==> src/rtl/mem_port_arbiter.sv <==
// Shares the single Avalon-style memory master port between instruction fetch and load/store.
// One requester is granted at a time; every transfer ends in a one-cycle ack or err.
module mem_port_arbiter #(
   parameter int unsigned TIMEOUT = 255,
   parameter int unsigned CNT_W   = 16
) (
   input  logic        clk,
   input  logic        reset_n,
   input  logic        if_req,
   input  logic [31:0] if_addr,
   output logic [31:0] if_rdata,
   output logic        if_ack,
   output logic        if_err,
   input  logic        d_read,
   input  logic        d_write,
   input  logic [31:0] d_addr,
   input  logic [31:0] d_wdata,
   input  logic [3:0]  d_byteenable,
   output logic [31:0] d_rdata,
   output logic        d_ack,
   output logic        d_err,
   output logic [31:0] mem_address,
   output logic        mem_read,
   output logic        mem_write,
   output logic [31:0] mem_writedata,
   output logic [3:0]  mem_byteenable,
   input  logic [31:0] mem_readdata,
   input  logic        mem_waitrequest,
   output logic        busy
);

   typedef enum logic [1:0] {
      IDLE  = 2'd0,
      FETCH = 2'd1,
      DATA  = 2'd2,
      RESP  = 2'd3
   } state_t;

   localparam logic [CNT_W-1:0] STALL_MAX = CNT_W'(TIMEOUT);

   state_t           state, state_nxt;
   logic             last_data, last_data_nxt;
   logic             misaligned, misaligned_nxt;
   logic [CNT_W-1:0] stall_cnt, stall_cnt_nxt;

   logic [31:0]      if_rdata_nxt, d_rdata_nxt;
   logic             if_ack_nxt, if_err_nxt, d_ack_nxt, d_err_nxt;
   logic [31:0]      mem_address_nxt, mem_writedata_nxt;
   logic             mem_read_nxt, mem_write_nxt;
   logic [3:0]       mem_byteenable_nxt;
   logic             busy_nxt;

   logic             data_pend, data_mis, fetch_mis;
   logic             grant_data, grant_fetch;
   logic             fin_ok, fin_err;

   // Round-robin on ties: the requester not granted last time wins.
   always_comb begin : arbitrate
      data_pend   = d_read | d_write;
      data_mis    = (d_addr[1:0] != 2'b00) && (d_byteenable == 4'hF);
      fetch_mis   = (if_addr[1:0] != 2'b00);
      grant_data  = data_pend && (!if_req || !last_data);
      grant_fetch = if_req && (!data_pend || last_data);
   end

   always_comb begin : fsm_next
      state_nxt          = state;
      last_data_nxt      = last_data;
      misaligned_nxt     = misaligned;
      stall_cnt_nxt      = stall_cnt;
      if_rdata_nxt       = if_rdata;
      d_rdata_nxt        = d_rdata;
      if_ack_nxt         = 1'b0;
      if_err_nxt         = 1'b0;
      d_ack_nxt          = 1'b0;
      d_err_nxt          = 1'b0;
      mem_address_nxt    = mem_address;
      mem_read_nxt       = mem_read;
      mem_write_nxt      = mem_write;
      mem_writedata_nxt  = mem_writedata;
      mem_byteenable_nxt = mem_byteenable;
      fin_ok             = 1'b0;
      fin_err            = 1'b0;

      case (state)
         IDLE: begin
            if (grant_data) begin
               state_nxt          = DATA;
               last_data_nxt      = 1'b1;
               misaligned_nxt     = data_mis;
               stall_cnt_nxt      = '0;
               mem_address_nxt    = {d_addr[31:2], 2'b00};
               mem_read_nxt       = d_read && !data_mis;
               mem_write_nxt      = d_write && !data_mis;
               mem_writedata_nxt  = d_wdata;
               mem_byteenable_nxt = d_byteenable;
            end else if (grant_fetch) begin
               state_nxt          = FETCH;
               last_data_nxt      = 1'b0;
               misaligned_nxt     = fetch_mis;
               stall_cnt_nxt      = '0;
               mem_address_nxt    = {if_addr[31:2], 2'b00};
               mem_read_nxt       = !fetch_mis;
               mem_write_nxt      = 1'b0;
               mem_byteenable_nxt = 4'hF;
            end
         end
         FETCH, DATA: begin
            // Misaligned grants never strobe the bus and fail on the next edge.
            if (misaligned) begin
               fin_err = 1'b1;
            end else if (!mem_waitrequest) begin
               fin_ok        = 1'b1;
               mem_read_nxt  = 1'b0;
               mem_write_nxt = 1'b0;
               if (mem_read) begin
                  if (state == DATA) d_rdata_nxt  = mem_readdata;
                  else               if_rdata_nxt = mem_readdata;
               end
            end else if (stall_cnt == STALL_MAX) begin
               fin_err       = 1'b1;
               mem_read_nxt  = 1'b0;
               mem_write_nxt = 1'b0;
            end else begin
               stall_cnt_nxt = stall_cnt + CNT_W'(1);
            end
         end
         RESP: begin
            state_nxt = IDLE;
         end
         default: begin
            state_nxt = IDLE;
         end
      endcase

      if (fin_ok || fin_err) state_nxt = RESP;
      if_ack_nxt = fin_ok  && (state == FETCH);
      if_err_nxt = fin_err && (state == FETCH);
      d_ack_nxt  = fin_ok  && (state == DATA);
      d_err_nxt  = fin_err && (state == DATA);
      busy_nxt   = (state_nxt != IDLE);
   end

   always_ff @(posedge clk) begin : regs
      if (!reset_n) begin
         state          <= IDLE;
         last_data      <= 1'b0;
         misaligned     <= 1'b0;
         stall_cnt      <= '0;
         if_rdata       <= '0;
         if_ack         <= 1'b0;
         if_err         <= 1'b0;
         d_rdata        <= '0;
         d_ack          <= 1'b0;
         d_err          <= 1'b0;
         mem_address    <= '0;
         mem_read       <= 1'b0;
         mem_write      <= 1'b0;
         mem_writedata  <= '0;
         mem_byteenable <= '0;
         busy           <= 1'b0;
      end else begin
         state          <= state_nxt;
         last_data      <= last_data_nxt;
         misaligned     <= misaligned_nxt;
         stall_cnt      <= stall_cnt_nxt;
         if_rdata       <= if_rdata_nxt;
         if_ack         <= if_ack_nxt;
         if_err         <= if_err_nxt;
         d_rdata        <= d_rdata_nxt;
         d_ack          <= d_ack_nxt;
         d_err          <= d_err_nxt;
         mem_address    <= mem_address_nxt;
         mem_read       <= mem_read_nxt;
         mem_write      <= mem_write_nxt;
         mem_writedata  <= mem_writedata_nxt;
         mem_byteenable <= mem_byteenable_nxt;
         busy           <= busy_nxt;
      end
   end

endmodule

==> config.mk <==
export PLATFORM = sky130hd
export DESIGN_NAME = mem_port_arbiter
export DESIGN_NICKNAME = d
export VERILOG_FILES = /design/src/rtl/mem_port_arbiter.sv
export SDC_FILE = /design/constraint.sdc
export NUM_CORES = 1
export LEC_CHECK = 0
export ABC_AREA = 0
export CAP_MARGIN = 20
export CORE_MARGIN = 3
export CORE_UTILIZATION = 42
export DETAILED_ROUTE_END_ITERATION = 6
export PLACE_DENSITY = 0.8
export SETUP_SLACK_MARGIN = 0.1
export SYNTH_ARGS = -nofsm -noshare
export SYNTH_HDL_FRONTEND = slang
export SYNTH_SLANG_ARGS = --single-unit
==> constraint.sdc <==
create_clock -name clk -period 2.7 [get_ports clk]
set_clock_uncertainty 0.1 [all_clocks]
set_input_delay 0.675 -clock clk [delete_from_list [all_inputs] [get_ports clk]]
set_output_delay 0.675 -clock clk [all_outputs]
set_load 0.005 [all_outputs]
==> summary.md <==
| Metric | Value |
|---|---|
| Final Setup Violations | 0 |
| Slew Limit Fails | 0 |
| Initial Utilization | 0.439 |
| Post-CTS Setup Bufs | 0 |
| Cell family with most CP delay | simple AND/OR/NAND/NOR gates |
| Gate Count Post-Synth | 791 |
| DIE AREA | 16,300 um2 |
| # clock sinks | 157 |
| Critical path data arrival time | approximately 2600 ps |
| Remaining DRCs | 0 |
| Hold violation count in the final report | 0 |
| CTS tree | done |
| Root buffer cell | clkbuf_16 |
| Cell mode on critical path | nand2_1 |
| Area grow syn2layout | 59.3% |
| Post-synth EDFFs | 0 |
| Library cells used by synthesis | 54 |
| Vias | ~6,400 |
| Layout cells sized above 1 | 0.0730 |
| Initial drt markers | about 320 |
| Pleak | 3.58 nW |
| Reg clk slew, reported paths | 60 ps |
| Setup crit end kind | register |
| #FFs+latches synth | approximately 160 |
| Top post-synthesis cells by area | dfxtp_1, nand2_1, a21oi_1 |
| Synth Flop Type | dfxtp_1 |
| Worst-Skew Late Latency | 420 ps |
| Crit Path Max Fanout | 32 |
| RePlAce Congestion | 0.946 |
| Vias per cell | 5.13 |
| CP cell instances | inv_1, ha_1, nand2_1, nor3_1, and2_1, buf_12, nand2_1, a21oi_1 |
| Die Height | 128 um |
| Post-route ant nets | 0 |
| Boundary Pins | around 280 |
| CP Class | reg2reg |
| Top-area cell type share of the netlist area | 0.504 |
| CTS Buffer Depth | 2 |
| # port buffers | 274 |
| Critical path launch point type | register |
| Most frequent cell after synthesis | nand2_1 |
| Die W | 128 um |
| Nets | 1,199 |
| Ys async rst share | 0 |
| Synth Cell Area | 6240 um2 |
| Final wirelength | 19,800 um |
| Dpl hpwl | 14,500 um |
| Post-Layout Cell Count | 1,249 |
| Std-Cell Rows | 43 |
| Yosys Warn Count | 0 |
| Largest stage delay, worst path | 580 ps |
| RSZ-0062 raised after global routing | false |
| Status | completed |
| Ant. Diodes | 0 |
| Sequential area share after synthesis | 0.504 |
| Final Cycle Share | 0.867 |
| Clock buffer count from CTS | 17 |
| Drt wl/cell | between 15 and 20 um |
| Yosys top cell by area | dfxtp_1 |
| Total Routing Usage GR | 0.236 |
| GRT Residual Overflow | 0 |
| Crit path required time | 2960 ps |
| Max-capacitance violation count | 0 |
| Final worst path period need | 2340 ps |
| First-pass GRT wire length | 30,700 um |
| Hold crit path type | reg2reg |
| Largest net degree at the start of global routing | 66 |
| Fin Setup TNS | 0 ps |
| Slowest CP cell | ha_1 |
| Initial antenna violation count | 0 |
| VDD IR max | 0.000582 V |
| Vias in the first global route | 6,070 |
| Router iterations before antenna repair | 5 |
| Crit path buffers/inverters | 2 |
| H-tree depth | 4 |
| Placed Instances | 1,218 |
| Most frequent cells after synthesis | nand2_1, dfxtp_1, a21oi_1 |
| Post-cts repair resize count | 0 |
| Pwr dens | about 850 nW/um2 |
| Mean Syn Cell Area | slightly below 8 um2 |
| CTS Hold Bufs | 0 |
| Core area | 14,200 um2 |
| FMAX | about 430 MHz |
-- logic make-up after synthesis --
group / Yosys count / synth area share
adders and majority gates: 4 / 0.00803
buffers and inverters: 64 / 0.0431
AOI/OAI and AO/OA: 182 / 0.177
muxes: 2 / 0.00341
DFF: 157 / 0.504
other: 1 / 0.000601
and+or+nand+nor: 381 / 0.264
-- final timing paths --
kind	cells after the start	startpoint	slack [ps]	end
worst max-delay path	8	state[0]$_SDFF_PN0_	360	d_rdata[10]$_SDFFE_PN0P_
worst min-delay path	2	if_rdata[10]$_SDFFE_PN0P_	350	if_rdata[10]$_SDFFE_PN0P_
worst max register to register	8	state[0]$_SDFF_PN0_	360	d_rdata[10]$_SDFFE_PN0P_
worst min register to register	2	if_rdata[10]$_SDFFE_PN0P_	350	if_rdata[10]$_SDFFE_PN0P_
-- sequential cells by signal (all words and copies together) (netlist names), 2 cells and up --
| name | cells |
|---|---|
| d_rdata | 32 |
| if_rdata | 32 |
| mem_writedata | 32 |
| mem_address | 30 |
| stall_cnt | 16 |
| mem_byteenable | 4 |
| state | 2 |
-- metrics by stage --
stage,utilization,area [um2],hold slack (ps),worst slack (ps),power [mW]
after global placement,0.654,9300,341,144,5.89
after global routing,0.699,9930,376,131,8.97
final,0.699,9930,352,359,8.48
after CTS,0.699,9930,355,346,8.53
after floorplan,-,6240,353,611,4.37
after detailed placement,0.654,9300,346,115,5.93
-- layout make-up --
type | instances | area [um2]
clock buffer | 20 | 457
inverter | 7 | 28.8
clock inverter | 11 | 183
sequential | 157 | 3140
tap | 180 | 225
fill | 1162 | 4270
multi-input combinational | 571 | 2850
timing repair buffer | 303 | 3050
-- per-layer routing --
metal / routed length (um) / GRT usage / part of all wire / vias up
li1: - / - / - / 3213
met1: 7730 / 0.266 / 0.39 / 2901
met2: 9730 / 0.406 / 0.49 / 261
met3: 1800 / 0.0921 / 0.091 / 34
met4: 488 / 0.0874 / 0.025 / 0
met5: 0 / 0 / 0 / -
-- power breakdown --
| group | leakage (nW) | switching, mW | internal (mW) |
|---|---|---|---|
| combinational | 2.00 | 1.49 | 1.46 |
| clock | 0.303 | 0.982 | 1.61 |
| sequential | 1.28 | 0.213 | 2.71 |
| total | 3.58 | 2.69 | 5.79 |
-- cell usage in the layout (no fill, tap or decap), types with 3 or more instances in the layout --
cell	netlist	layout
bufinv_16	0	4
nand2_1	272	272
nand2b_1	3	3
o22ai_1	4	4
and3_1	3	3
clkdlybuf4s50_1	0	274
nor2_1	47	45
nand3_1	19	19
a311oi_1	31	31
buf_4	2	22
o21a_1	3	3
dfxtp_1	157	157
inv_1	7	6
or4_1	3	3
nand4_1	3	3
nor3_1	9	9
o21ai_0	16	16
buf_12	0	7
a21oi_1	108	108
ha_1	4	4
clkinvlp_4	0	3
clkbuf_16	0	17
a31oi_1	5	5
-- worst min-delay path: cells and delay by family (launching register included) --
| kind | cells | cell delay [ps] |
|---|---|---|
| AO/OA/AOI/OAI | 1 | 50 |
| AND/OR/NAND/NOR | 1 | 50 |
| flip-flops | 1 | 300 |
(Power assumes the default switching activity.)
